### src/rtl/ex_div_unit.sv
// ex_div_unit: multi-cycle restoring integer divider for DIV/DIVU in EX.
//
// The divider takes one shift-subtract step per cycle on magnitudes. It
// fixes up the signs when the last step completes. The result comes back
// as {remainder, quotient} for the HI/LO write.
//
// Ports:
//   clk           clock, all state updates on the rising edge
//   rst           synchronous active-high reset
//   signed_div_i  1 = DIV (signed), 0 = DIVU (unsigned)
//   opdata1_i     dividend, sampled on the launch edge only
//   opdata2_i     divisor, sampled on the launch edge only
//   start_i       request; EX holds it high until ready_o is seen
//   annul_i       abort the operation in flight (flush)
//   result_o      {remainder, quotient}, registered
//   ready_o       result valid, held while start_i stays high
//   div_zero_o    the presented result came from a zero divisor
//   busy_o        any state other than IDLE
module ex_div_unit #(
    parameter int WIDTH = 32,
    parameter int CNT_W = 6
) (
    input  logic               clk,
    input  logic               rst,
    input  logic               signed_div_i,
    input  logic [WIDTH-1:0]   opdata1_i,
    input  logic [WIDTH-1:0]   opdata2_i,
    input  logic               start_i,
    input  logic               annul_i,
    output logic [2*WIDTH-1:0] result_o,
    output logic               ready_o,
    output logic               div_zero_o,
    output logic               busy_o
);

    typedef enum logic [1:0] {
        S_IDLE    = 2'd0,
        S_RUN     = 2'd1,
        S_DIVZERO = 2'd2,
        S_DONE    = 2'd3
    } state_e;

    state_e               state_q, state_d;
    logic [CNT_W-1:0]     cnt_q, cnt_d;
    // {partial remainder, dividend/quotient}. The extra top bit holds the
    // bit shifted out before the trial subtract.
    logic [2*WIDTH:0]     acc_q, acc_d;
    logic [WIDTH-1:0]     dsr_q, dsr_d;
    logic                 qneg_q, qneg_d;
    logic                 rneg_q, rneg_d;
    logic [2*WIDTH-1:0]   result_q, result_d;
    logic                 ready_q, ready_d;
    logic                 dz_q, dz_d;

    // Operand magnitudes at launch.
    logic                 op1_neg, op2_neg;
    logic [WIDTH-1:0]     op1_abs, op2_abs;

    assign op1_neg = signed_div_i & opdata1_i[WIDTH-1];
    assign op2_neg = signed_div_i & opdata2_i[WIDTH-1];
    assign op1_abs = op1_neg ? -opdata1_i : opdata1_i;
    assign op2_abs = op2_neg ? -opdata2_i : opdata2_i;

    // One restoring step.
    logic [2*WIDTH:0]     shifted;
    logic [WIDTH:0]       trial;
    logic [2*WIDTH:0]     step_acc;
    logic [WIDTH-1:0]     fin_q, fin_r, fix_q, fix_r;
    logic                 last_step;
    logic                 unused_top;

    always_comb begin
        shifted = acc_q << 1;
        trial   = shifted[2*WIDTH:WIDTH];
        if (trial >= {1'b0, dsr_q}) begin
            step_acc = {trial - {1'b0, dsr_q}, shifted[WIDTH-1:1], 1'b1};
        end else begin
            step_acc = shifted;
        end
    end

    // The remainder is always below the divisor, so it fits in WIDTH bits.
    // The top bit of the step result is always zero.
    assign fin_q      = step_acc[WIDTH-1:0];
    assign fin_r      = step_acc[2*WIDTH-1:WIDTH];
    assign unused_top = step_acc[2*WIDTH];
    // The negation wraps at WIDTH bits. For most-negative / -1 the quotient
    // therefore stays at the most-negative value.
    assign fix_q      = qneg_q ? -fin_q : fin_q;
    assign fix_r      = rneg_q ? -fin_r : fin_r;
    assign last_step  = (cnt_q == CNT_W'(WIDTH - 1));

    always_comb begin
        state_d  = state_q;
        cnt_d    = cnt_q;
        acc_d    = acc_q;
        dsr_d    = dsr_q;
        qneg_d   = qneg_q;
        rneg_d   = rneg_q;
        result_d = result_q;
        ready_d  = ready_q;
        dz_d     = dz_q;

        unique case (state_q)
            S_IDLE: begin
                if (start_i && !annul_i) begin
                    if (opdata2_i == '0) begin
                        state_d = S_DIVZERO;
                    end else begin
                        state_d = S_RUN;
                        cnt_d   = '0;
                        acc_d   = {{(WIDTH + 1){1'b0}}, op1_abs};
                        dsr_d   = op2_abs;
                        qneg_d  = op1_neg ^ op2_neg;
                        rneg_d  = op1_neg;
                    end
                end
            end
            S_RUN: begin
                // The abort wins over a completion on the same edge.
                if (annul_i) begin
                    state_d = S_IDLE;
                end else begin
                    acc_d = step_acc;
                    cnt_d = cnt_q + 1'b1;
                    if (last_step) begin
                        state_d  = S_DONE;
                        result_d = {fix_r, fix_q};
                        ready_d  = 1'b1;
                        dz_d     = 1'b0;
                    end
                end
            end
            S_DIVZERO: begin
                if (annul_i) begin
                    state_d = S_IDLE;
                end else begin
                    state_d  = S_DONE;
                    result_d = '0;
                    ready_d  = 1'b1;
                    dz_d     = 1'b1;
                end
            end
            S_DONE: begin
                if (!start_i || annul_i) begin
                    state_d  = S_IDLE;
                    result_d = '0;
                    ready_d  = 1'b0;
                    dz_d     = 1'b0;
                end
            end
            default: state_d = S_IDLE;
        endcase
    end

    always_ff @(posedge clk) begin
        if (rst) begin
            state_q  <= S_IDLE;
            cnt_q    <= '0;
            acc_q    <= '0;
            dsr_q    <= '0;
            qneg_q   <= 1'b0;
            rneg_q   <= 1'b0;
            result_q <= '0;
            ready_q  <= 1'b0;
            dz_q     <= 1'b0;
        end else begin
            state_q  <= state_d;
            cnt_q    <= cnt_d;
            acc_q    <= acc_d;
            dsr_q    <= dsr_d;
            qneg_q   <= qneg_d;
            rneg_q   <= rneg_d;
            result_q <= result_d;
            ready_q  <= ready_d;
            dz_q     <= dz_d;
        end
    end

    assign result_o   = result_q;
    assign ready_o    = ready_q;
    assign div_zero_o = dz_q;
    assign busy_o     = (state_q != S_IDLE);

endmodule

### config.mk
export PLATFORM = sky130hd
export DESIGN_NAME = ex_div_unit
export DESIGN_NICKNAME = d
export VERILOG_FILES = /design/src/rtl/ex_div_unit.sv
export SDC_FILE = /design/constraint.sdc
export NUM_CORES = 1
export LEC_CHECK = 0
export BUFFER_PORTS_ARGS = -buffer_cell sky130_fd_sc_hd__buf_4
export CORE_AREA = 2 2 144 146
export CTS_CLUSTER_DIAMETER = 120
export CTS_CLUSTER_SIZE = 12
export DETAILED_ROUTE_END_ITERATION = 6
export DIE_AREA = 0 0 146 148
export GPL_TIMING_DRIVEN = 0
export PLACE_DENSITY = 0.89
export SETUP_SLACK_MARGIN = 0.15
export SLEW_MARGIN = 20
export SYNTH_ARGS = -nofsm -noshare
export SYNTH_HDL_FRONTEND = slang
export SYNTH_SLANG_ARGS = --single-unit
### constraint.sdc
create_clock -name clk -period 7.65 [get_ports clk]
set_input_delay 1.53 -clock clk [delete_from_list [all_inputs] [get_ports clk]]
set_output_delay 1.53 -clock clk [all_outputs]
set_load 0.02 [all_outputs]
Word level (Yosys, flattened, before mapping)
Cells that the tools add are included.
- register bits: 172
- latch bits: 0
- memory bits (writable): 0
- memory bits (read-only): 0
- input port bits: 69
- logic and storage cells: 77
- memories kept: 0
- add/sub/neg operators: 6
- $mul: 0
- divide/modulo/power cells: 0
- $lt $le $gt $ge: 1
- eq/ne operators: 11
- shifts and indexed selects: 0
- mux-type cells: 33
- bitwise logic cells: 4
- reduce and logical (&&, ||, !) cells: 13
- operator list (cell ; number):
    $mux W64 ; 8
    $pmux W64 S3 ; 1
    $mux W32 ; 4
    $neg A32 Y32 ; 4
    $pmux W64 S2 ; 1
    $ge A33 B32 Y1 ; 1
    $logic_not A32 Y1 ; 1
    $sub A32 B32 Y32 ; 1
    $mux W6 ; 3
    $mux W2 ; 6
    $ne A2 B2 Y1 const B ; 6
    $pmux W6 S2 ; 1
    $pmux W2 S4 ; 1
    $add A6 B1 Y6 const B ; 1
    $eq A6 B5 Y1 const B ; 1
    $mux W1 ; 6
    $pmux W1 S3 ; 2
    $reduce_and A3 Y1 ; 2
    $reduce_and A5 Y1 ; 1
    $eq A2 B2 Y1 const B ; 2
    $reduce_and A4 Y1 ; 1
    $reduce_bool A2 Y1 ; 2
    $ne A3 B3 Y1 const B ; 1
    $reduce_bool A3 Y1 ; 1
    8 further kinds ; 10

Logic depth before layout (Yosys ltp)
Gate-level depths: netlist of run 1.
- depth after elaboration: 7
- depth in mapped cells: 22

Worst setup path after synthesis of run 1
Ideal clock, no wire load.
- path kind: reg2reg
- start point: reg dsr_q[26]
- end point: reg result_q[28] (netlist: result_o[28])
- setup time: 0.128 ns
- arrival: 4.312 ns
- required time: 7.522 ns
- slack: 3.210 ns
- cell stages (with the launch flop): 23
- buffers on the path: 4
- cells stage by stage: dfxtp_1 inv_1 ha_1 buf_2 a211oi_1 o21bai_1 or2_1 a31oi_1 nand3_1 inv_2 buf_2 buf_1 buf_1 ha_1 nand3b_1 inv_1 nand2_1 or3_4 or4_4 o21ai_2 xnor2_1 a22oi_2 nor2_1
- cells in the longest elaborated chain, start to end: 7
- RTL lines (what ; RTL line ; text):
    start, declared ; 48 ; logic [WIDTH-1:0] dsr_q, dsr_d;
    start signal, assigned ; 171 ; dsr_q <= dsr_d;
    $ge A33 B32 Y1 ; 75 ; if (trial >= {1'b0, dsr_q}) begin
    $mux W64 ; 75 ;
    $neg A32 Y32 ; 89 ; assign fix_q = qneg_q ? -fin_q : fin_q;
    $mux W32 ; 89 ;
    $mux W64 ; 126 ; if (last_step) begin
    $mux W64 ; 121 ; if (annul_i) begin
    $pmux W64 S3 ; 104 ; unique case (state_q)
    end signal, assigned ; 174 ; result_q <= result_d;
    end, declared ; 51 ; logic [2*WIDTH-1:0] result_q, result_d;
No other way between the ends. The select of a mux whose other input is x is not followed.
A chain may end at the register's enable or synchronous reset.

Worst setup path after layout of run 1
- start point: reg acc_q[55]
- end point: reg result_q[30] (netlist: result_o[30])
- cells in the longest elaborated chain, start to end: 7
- RTL lines (what ; RTL line ; text):
    start, declared ; 47 ; logic [2*WIDTH:0] acc_q, acc_d;
    start signal, assigned ; 160 ; acc_q <= '0;
    start signal, assigned ; 170 ; acc_q <= acc_d;
    $ge A33 B32 Y1 ; 75 ;
    $mux W64 ; 75 ;
    $neg A32 Y32 ; 89 ;
    $mux W32 ; 89 ;
    $mux W64 ; 126 ;
    $mux W64 ; 121 ;
    $pmux W64 S3 ; 104 ;
No other way between the ends. The select of a mux whose other input is x is not followed.

==> results.ini, run 1 <==
[status]
outcome=complete, no violations

[power]
peakVddDrop_mv=0.274
p_leak_nw=5.45
p_total_mw=4.17
p_per_area_nw_per_um2=302

[final_layout]
n_antenna_cell=0
mostFrequentLayoutCell=nand2_1
fin_area_um2=13800
drive_above_1_share_pct=13.0
syn2layout_area_growth_pct=16.7
layout.nets=1858
final_cell_mix=243 x nand2_1, 172 x dfxtp_1, 155 x nor2_1
fin_cells=2030

[floorplan]
rows=52
dieWidth_um=146
core_um2=20000
design.die.area_um2=21600
initial_core_util_pct=59.0
io-pin-count=136
dieHeight_um=148

[place]
dp_cells=1998
port_buffers=134
placed_cell_area_um2=13200
post-dp-hpwl_um=31000
gp_congestion=0.959

[logic_synthesis]
syn_avg_cell_area_um2=7.42
ys_async_sr_fraction_pct=0
synth_edf_count=0
synthesis.nets=1705
synth_top_cell_by_area=dfxtp_1
synth_top_area_share_pct=29.1
synth_area_um2=11800
synth_flop_cell=dfxtp_1
synth.area.top_cells=dfxtp_1 29%, nand2_1 7.7%, xnor2_1 6.7%
synthesis.instances=1594
yosys_warnings=0
ys_seq_area_share_pct=29.1
ys_seq_elements=172
synth_cell_types=78

[cts]
hold_buffers=0
clockBufferDepth=2
cts.sinks=172
cts_tree=built
clkTransAtPathRegs_ps=80
htreeDepth=4
post_cts_resized=0
cts_inserted_buffers=17
post-cts-setup-buffers=0
cts_root_buffer=clkbuf_16
clock_latency_ps=450

[route]
route.met2.wl_um=18000
drc_errors=0
drt_wl_total_um=40400
met3WireLength_um=4000
num_vias=12900
ant_nets=0
routedWlPerCell_um=19.9
wl_met1_um=16500
viasPerCell=6.37
drt_first_pass_iters=6
top_layer=met4
drt-initial-drc-count=1673

[global_routing]
antenna_found_initial=0
grt_pass1_vias=12100
overflow=0
grt_pass1_wl_um=62900
grt_use_total_pct=36.4
grt_max_degree=22

[timing]
worstMarginPinSlew_ps=952
finalClockSkew_ps=11.7
slew_violations=0
max_slew_margin_pct=36.1
hold_ws_ps=463
setup-violations-final=0
fin_crit_ps=6110
rsz0062_at_grt=no
setup-tns-final_ps=0
min_period_over_period_pct=79.8
timing.fmax_ghz=0.164
finalHoldViolations=0

[critical_path]
worstPathMaxFanout=10
end_kind=flip-flop
timing.rr.end=result_o[30]$_SDFFE_PP0P_
crit_path_start_kind=flip-flop
critPathRequiredTime_ps=7960
reg2reg_depth=21
criticalPathCategory=flip-flop to flip-flop
arrival_ps=6410
r2r_start=acc_q[55]$_SDFFE_PP0P_
rrSetupSlack_ps=1540

[flow_run]
drv_cap=0

[hold_path]
hold_start=dsr_q[31]$_SDFFE_PP0P_
worst_hold_path_type=flip-flop to flip-flop
hold_depth=2
hold_end=dsr_q[31]$_SDFFE_PP0P_

## cells by family (layout without fill, tap and decap cells)
family,after synthesis,in the layout,synth area share [%]
AND/OR/NAND/NOR,641,641,25.2
XOR/XNOR,141,141,10.4
buffers and inverters,161,327,5.39
multiplexers,8,8,0.677
flip-flops,172,172,29.1
adder cells (fa/ha/maj),42,42,4.51
AO/OA/AOI/OAI,429,429,24.6
## worst max path at each step
| stage | slack, ps | cells after the start | from | to |
|---|---|---|---|---|
| finish | 1540 | 21 | acc_q[55]$_SDFFE_PP0P_ | result_o[30]$_SDFFE_PP0P_ |
| CTS | 1800 | 21 | acc_q[55]$_SDFFE_PP0P_ | result_o[30]$_SDFFE_PP0P_ |
| detailed placement | 1880 | 21 | acc_q[55]$_SDFFE_PP0P_ | result_o[30]$_SDFFE_PP0P_ |
| global placement | 1930 | 21 | acc_q[57]$_SDFFE_PP0P_ | result_o[30]$_SDFFE_PP0P_ |
| floorplan | 3210 | 22 | dsr_q[26]$_SDFFE_PP0P_ | result_o[28]$_SDFFE_PP0P_ |
| global route | 1290 | 21 | acc_q[57]$_SDFFE_PP0P_ | result_o[30]$_SDFFE_PP0P_ |
## final cells by class
| cell class | count | area, um^2 |
|---|---|---|
| clock buffers | 17 | 425 |
| flip-flops and latches | 172 | 3440 |
| clock inverters | 15 | 203 |
| fillers | 1661 | 6240 |
| repair buffers | 134 | 1010 |
| plain buffers | 106 | 430 |
| multi-input cells | 1261 | 7750 |
| well taps | 270 | 338 |
| inverters | 55 | 206 |
## power by group
| group | internal, mW | leakage [nW] | switching [mW] | total [mW] |
|---|---|---|---|---|
| sequential | 0.986 | 1.39 | 0.0926 | 1.08 |
| clock | 0.450 | 0.298 | 0.460 | 0.910 |
| combinational | 0.691 | 3.76 | 1.49 | 2.18 |
## per-layer routing
metal	vias to the layer above	track usage, %
li1	6021	-
met3	168	7.75
met1	5949	46.7
met2	797	58.6
met4	0	17.5
met5	-	0
## critical path, stage by stage (launching register included)
cell	delay, ps
dfxtp_1	480
ha_1	280
buf_2	170
a21oi_1	230
o21ai_1	200
a211o_1	320
a31oi_1	320
nand3_1	210
inv_2	210
buf_2	310
buf_1	560
buf_1	620
ha_1	320
nand3b_1	200
inv_1	100
nand2_1	140
or3_4	400
or4_4	440
o21ai_2	150
xnor2_1	90
a22oi_2	150
nor2_1	70
## Yosys cell counts, drive strengths merged, types with 3 or more instances
cell	count
a22o	23
o2111a	3
ha	41
and2	3
inv	54
dfxtp	172
a211o	3
a22oi	39
mux2i	8
a311oi	5
a21o	15
o21a	4
o41ai	12
nand4	17
nand2	243
a211oi	39
a31o	4
o21ai	67
a21oi	107
and3	9
nor2b	6
a31oi	43
o21bai	6
nor4	22
nand2b	14
or3	17
a41oi	3
nand3	79
o211ai	11
clkbuf	74
nand3b	6
nor3b	3
xor2	51
or4	12
or2	12
and4	7
nor3	32
o31ai	27
nor2	155
o21ba	3
buf	32
xnor2	90
## through the flow
| step | setup slack (ps) | util, % |
|---|---|---|
| 2_1_floorplan | 3210 | - |
| 3_3_place_gp | 1930 | 65.7 |
| 3_5_place_dp | 1880 | 65.7 |
| 4_1_cts | 1800 | 68.9 |
| 5_1_grt | 1290 | 68.9 |
| 6_report | 1540 | 68.9 |
## flip-flops by register name (all words and copies together), names as in the netlist
signal	cells
rneg_q	1
state_q	2
ready_o	1
dsr_q	32
cnt_q	6
acc_q	64
result_o	64
div_zero_o	1
qneg_q	1
Note: power is estimated with default switching activity, not from simulation.
==> run 2, diff against run 1 <==
Settings changed: CORE_AREA 2 2 144 146 to 2 2 151 153, DIE_AREA 0 0 146 148 to 0 0 153 155, PLACE_DENSITY 0.89 to 0.85.
Clock period 7.65 ns to 4.95 ns, I/O delays scaled along.
==> run 2 against run 1 <==
Critical endpoint unchanged. Flip-flop and latch count stayed put. Cell count up 0.89%. Power rose by 57%. Highest routed layer unchanged. Critical path depth did not move. Setup slack worse by 1200 ps. Largest cell class unchanged. Routed wire length fell by 2.1%. Critical path type unchanged. Non-clock buffer count increased by 3. Core utilization shrank 6.2 points. Maximum frequency is 33% higher.
==> results.ini, run 2 (synthesis results as in run 1) <==
[floorplan]
core_um2=22200
initial_core_util_pct=53.2
dieHeight_um=155
design.die.area_um2=23700
dieWidth_um=153
rows=55
io-pin-count=136

[global_routing]
grt_pass1_wl_um=62200
grt_pass1_vias=11900
grt_use_total_pct=32.5
antenna_found_initial=0
overflow=0
grt_max_degree=20

[power]
peakVddDrop_mv=0.283
p_leak_nw=5.52
p_per_area_nw_per_um2=470
p_total_mw=6.55

[critical_path]
timing.rr.end=result_o[30]$_SDFFE_PP0P_
critPathRequiredTime_ps=5260
worstPathMaxFanout=19
crit_path_start_kind=flip-flop
endpoint=result_o[30]$_SDFFE_PP0P_
crit_start=dsr_q[26]$_SDFFE_PP0P_
reg2reg_depth=21
end_kind=flip-flop
r2r_start=dsr_q[26]$_SDFFE_PP0P_
rrSetupSlack_ps=350
criticalPathCategory=flip-flop to flip-flop
arrival_ps=4910

[timing]
hold_ws_ps=454
max_slew_margin_pct=33.7
rsz0062_at_grt=no
timing.fmax_ghz=0.218
setup-violations-final=0
worstMarginPinSlew_ps=986
fin_crit_ps=4600
finalHoldViolations=0
min_period_over_period_pct=92.8
finalClockSkew_ps=13.8
slew_violations=0

[final_layout]
mostFrequentLayoutCell=nand2_1
final_cell_mix=243 x nand2_1, 172 x dfxtp_1, 154 x nor2_1
n_antenna_cell=0
drive_above_1_share_pct=13.9
layout.nets=1861
syn2layout_area_growth_pct=17.9
nFillCells=1975
fin_area_um2=13900

[status]
outcome=complete, no violations

[hold_path]
hold_depth=2
worst_hold_path_type=flip-flop to flip-flop

[place]
post-dp-hpwl_um=31000
placed_cell_area_um2=13200
gp_congestion=0.966
port_buffers=134

[cts]
cts_inserted_buffers=17
cts_tree=built
cts.sinks=172
clock_latency_ps=450
clockBufferDepth=2
cts_root_buffer=clkbuf_16
clkTransAtPathRegs_ps=70
htreeDepth=4

[flow_run]
drv_cap=0

[route]
routedWlPerCell_um=19.3
drt_first_pass_iters=6
drt_wl_total_um=39600
drt-initial-drc-count=1340
viasPerCell=6.27
drc_errors=0
ant_nets=0
num_vias=12900

## run 2: layout make-up
cell class	instances	area (um^2)	area share, %
plain buffers	104	454	3.26
flip-flops and latches	172	3440	24.7
clock buffers	17	425	3.05
multi-input cells	1261	7780	55.8
clock inverters	15	224	1.61
repair buffers	139	1040	7.49
well taps	285	357	2.56
inverters	55	206	1.48
## run 2: worst min-delay path by stage
| stage | to | slack, ps | from |
|---|---|---|---|
| global placement | dsr_q[31]$_SDFFE_PP0P_ | 440 | dsr_q[31]$_SDFFE_PP0P_ |
| detailed placement | dsr_q[31]$_SDFFE_PP0P_ | 450 | dsr_q[31]$_SDFFE_PP0P_ |
| CTS | dsr_q[31]$_SDFFE_PP0P_ | 450 | dsr_q[31]$_SDFFE_PP0P_ |
| finish | dsr_q[31]$_SDFFE_PP0P_ | 450 | dsr_q[31]$_SDFFE_PP0P_ |
| floorplan | dsr_q[31]$_SDFFE_PP0P_ | 430 | dsr_q[31]$_SDFFE_PP0P_ |
| global route | dsr_q[31]$_SDFFE_PP0P_ | 480 | dsr_q[31]$_SDFFE_PP0P_ |
## run 2: metal layers
| layer | vias up | global-route usage, % | part of all wire, % |
|---|---|---|---|
| met2 | 682 | 52.2 | 45 |
| met1 | 6027 | 42.6 | 41 |
| met3 | 127 | 5.49 | 9.4 |
| met4 | 0 | 15.7 | 5.0 |
| met5 | - | 0 | 0 |
| li1 | 6014 | - | - |
## run 2: metrics by stage
stage,util [%],cells,setup slack [ps],TNS [ps]
floorplan,-,1594,510,0
global placement,59.3,2013,-681,-4460
detailed placement,59.4,2013,-708,-5670
CTS,62.3,2043,120,0
global route,62.7,2048,105,0
finish,62.7,2048,354,0
## run 2: critical path, stage by stage, from the launching register on
cell      delay (ps)
dfxtp_1          340
inv_1            110
ha_1             280
buf_2            160
a211oi_1         240
o21bai_1         170
or2_1            330
a31oi_4          250
nand3_2          130
inv_2            110
buf_6            200
buf_6            190
ha_1             190
nand3b_1         150
inv_1             90
nand2_1          180
or3_4            410
or4_4            440
o21ai_2          160
xnor2_1          100
a22oi_2          150
nor2_1            60
## run 2: repair_timing
action | CTS | global route
hold buffers | 0 | 0
gates resized for setup | 4 | 22
pin swaps | 0 | 0
setup endpoints to repair | 27 | 17
buffers inserted | 0 | 5
## run 2: power breakdown
part	total [mW]	switching, mW	internal, mW	leakage (nW)
Sequential	1.67	0.146	1.52	1.39
Combinational	3.41	2.29	1.12	3.81
Clock	1.47	0.685	0.785	0.313
Total	6.55	3.12	3.43	5.52
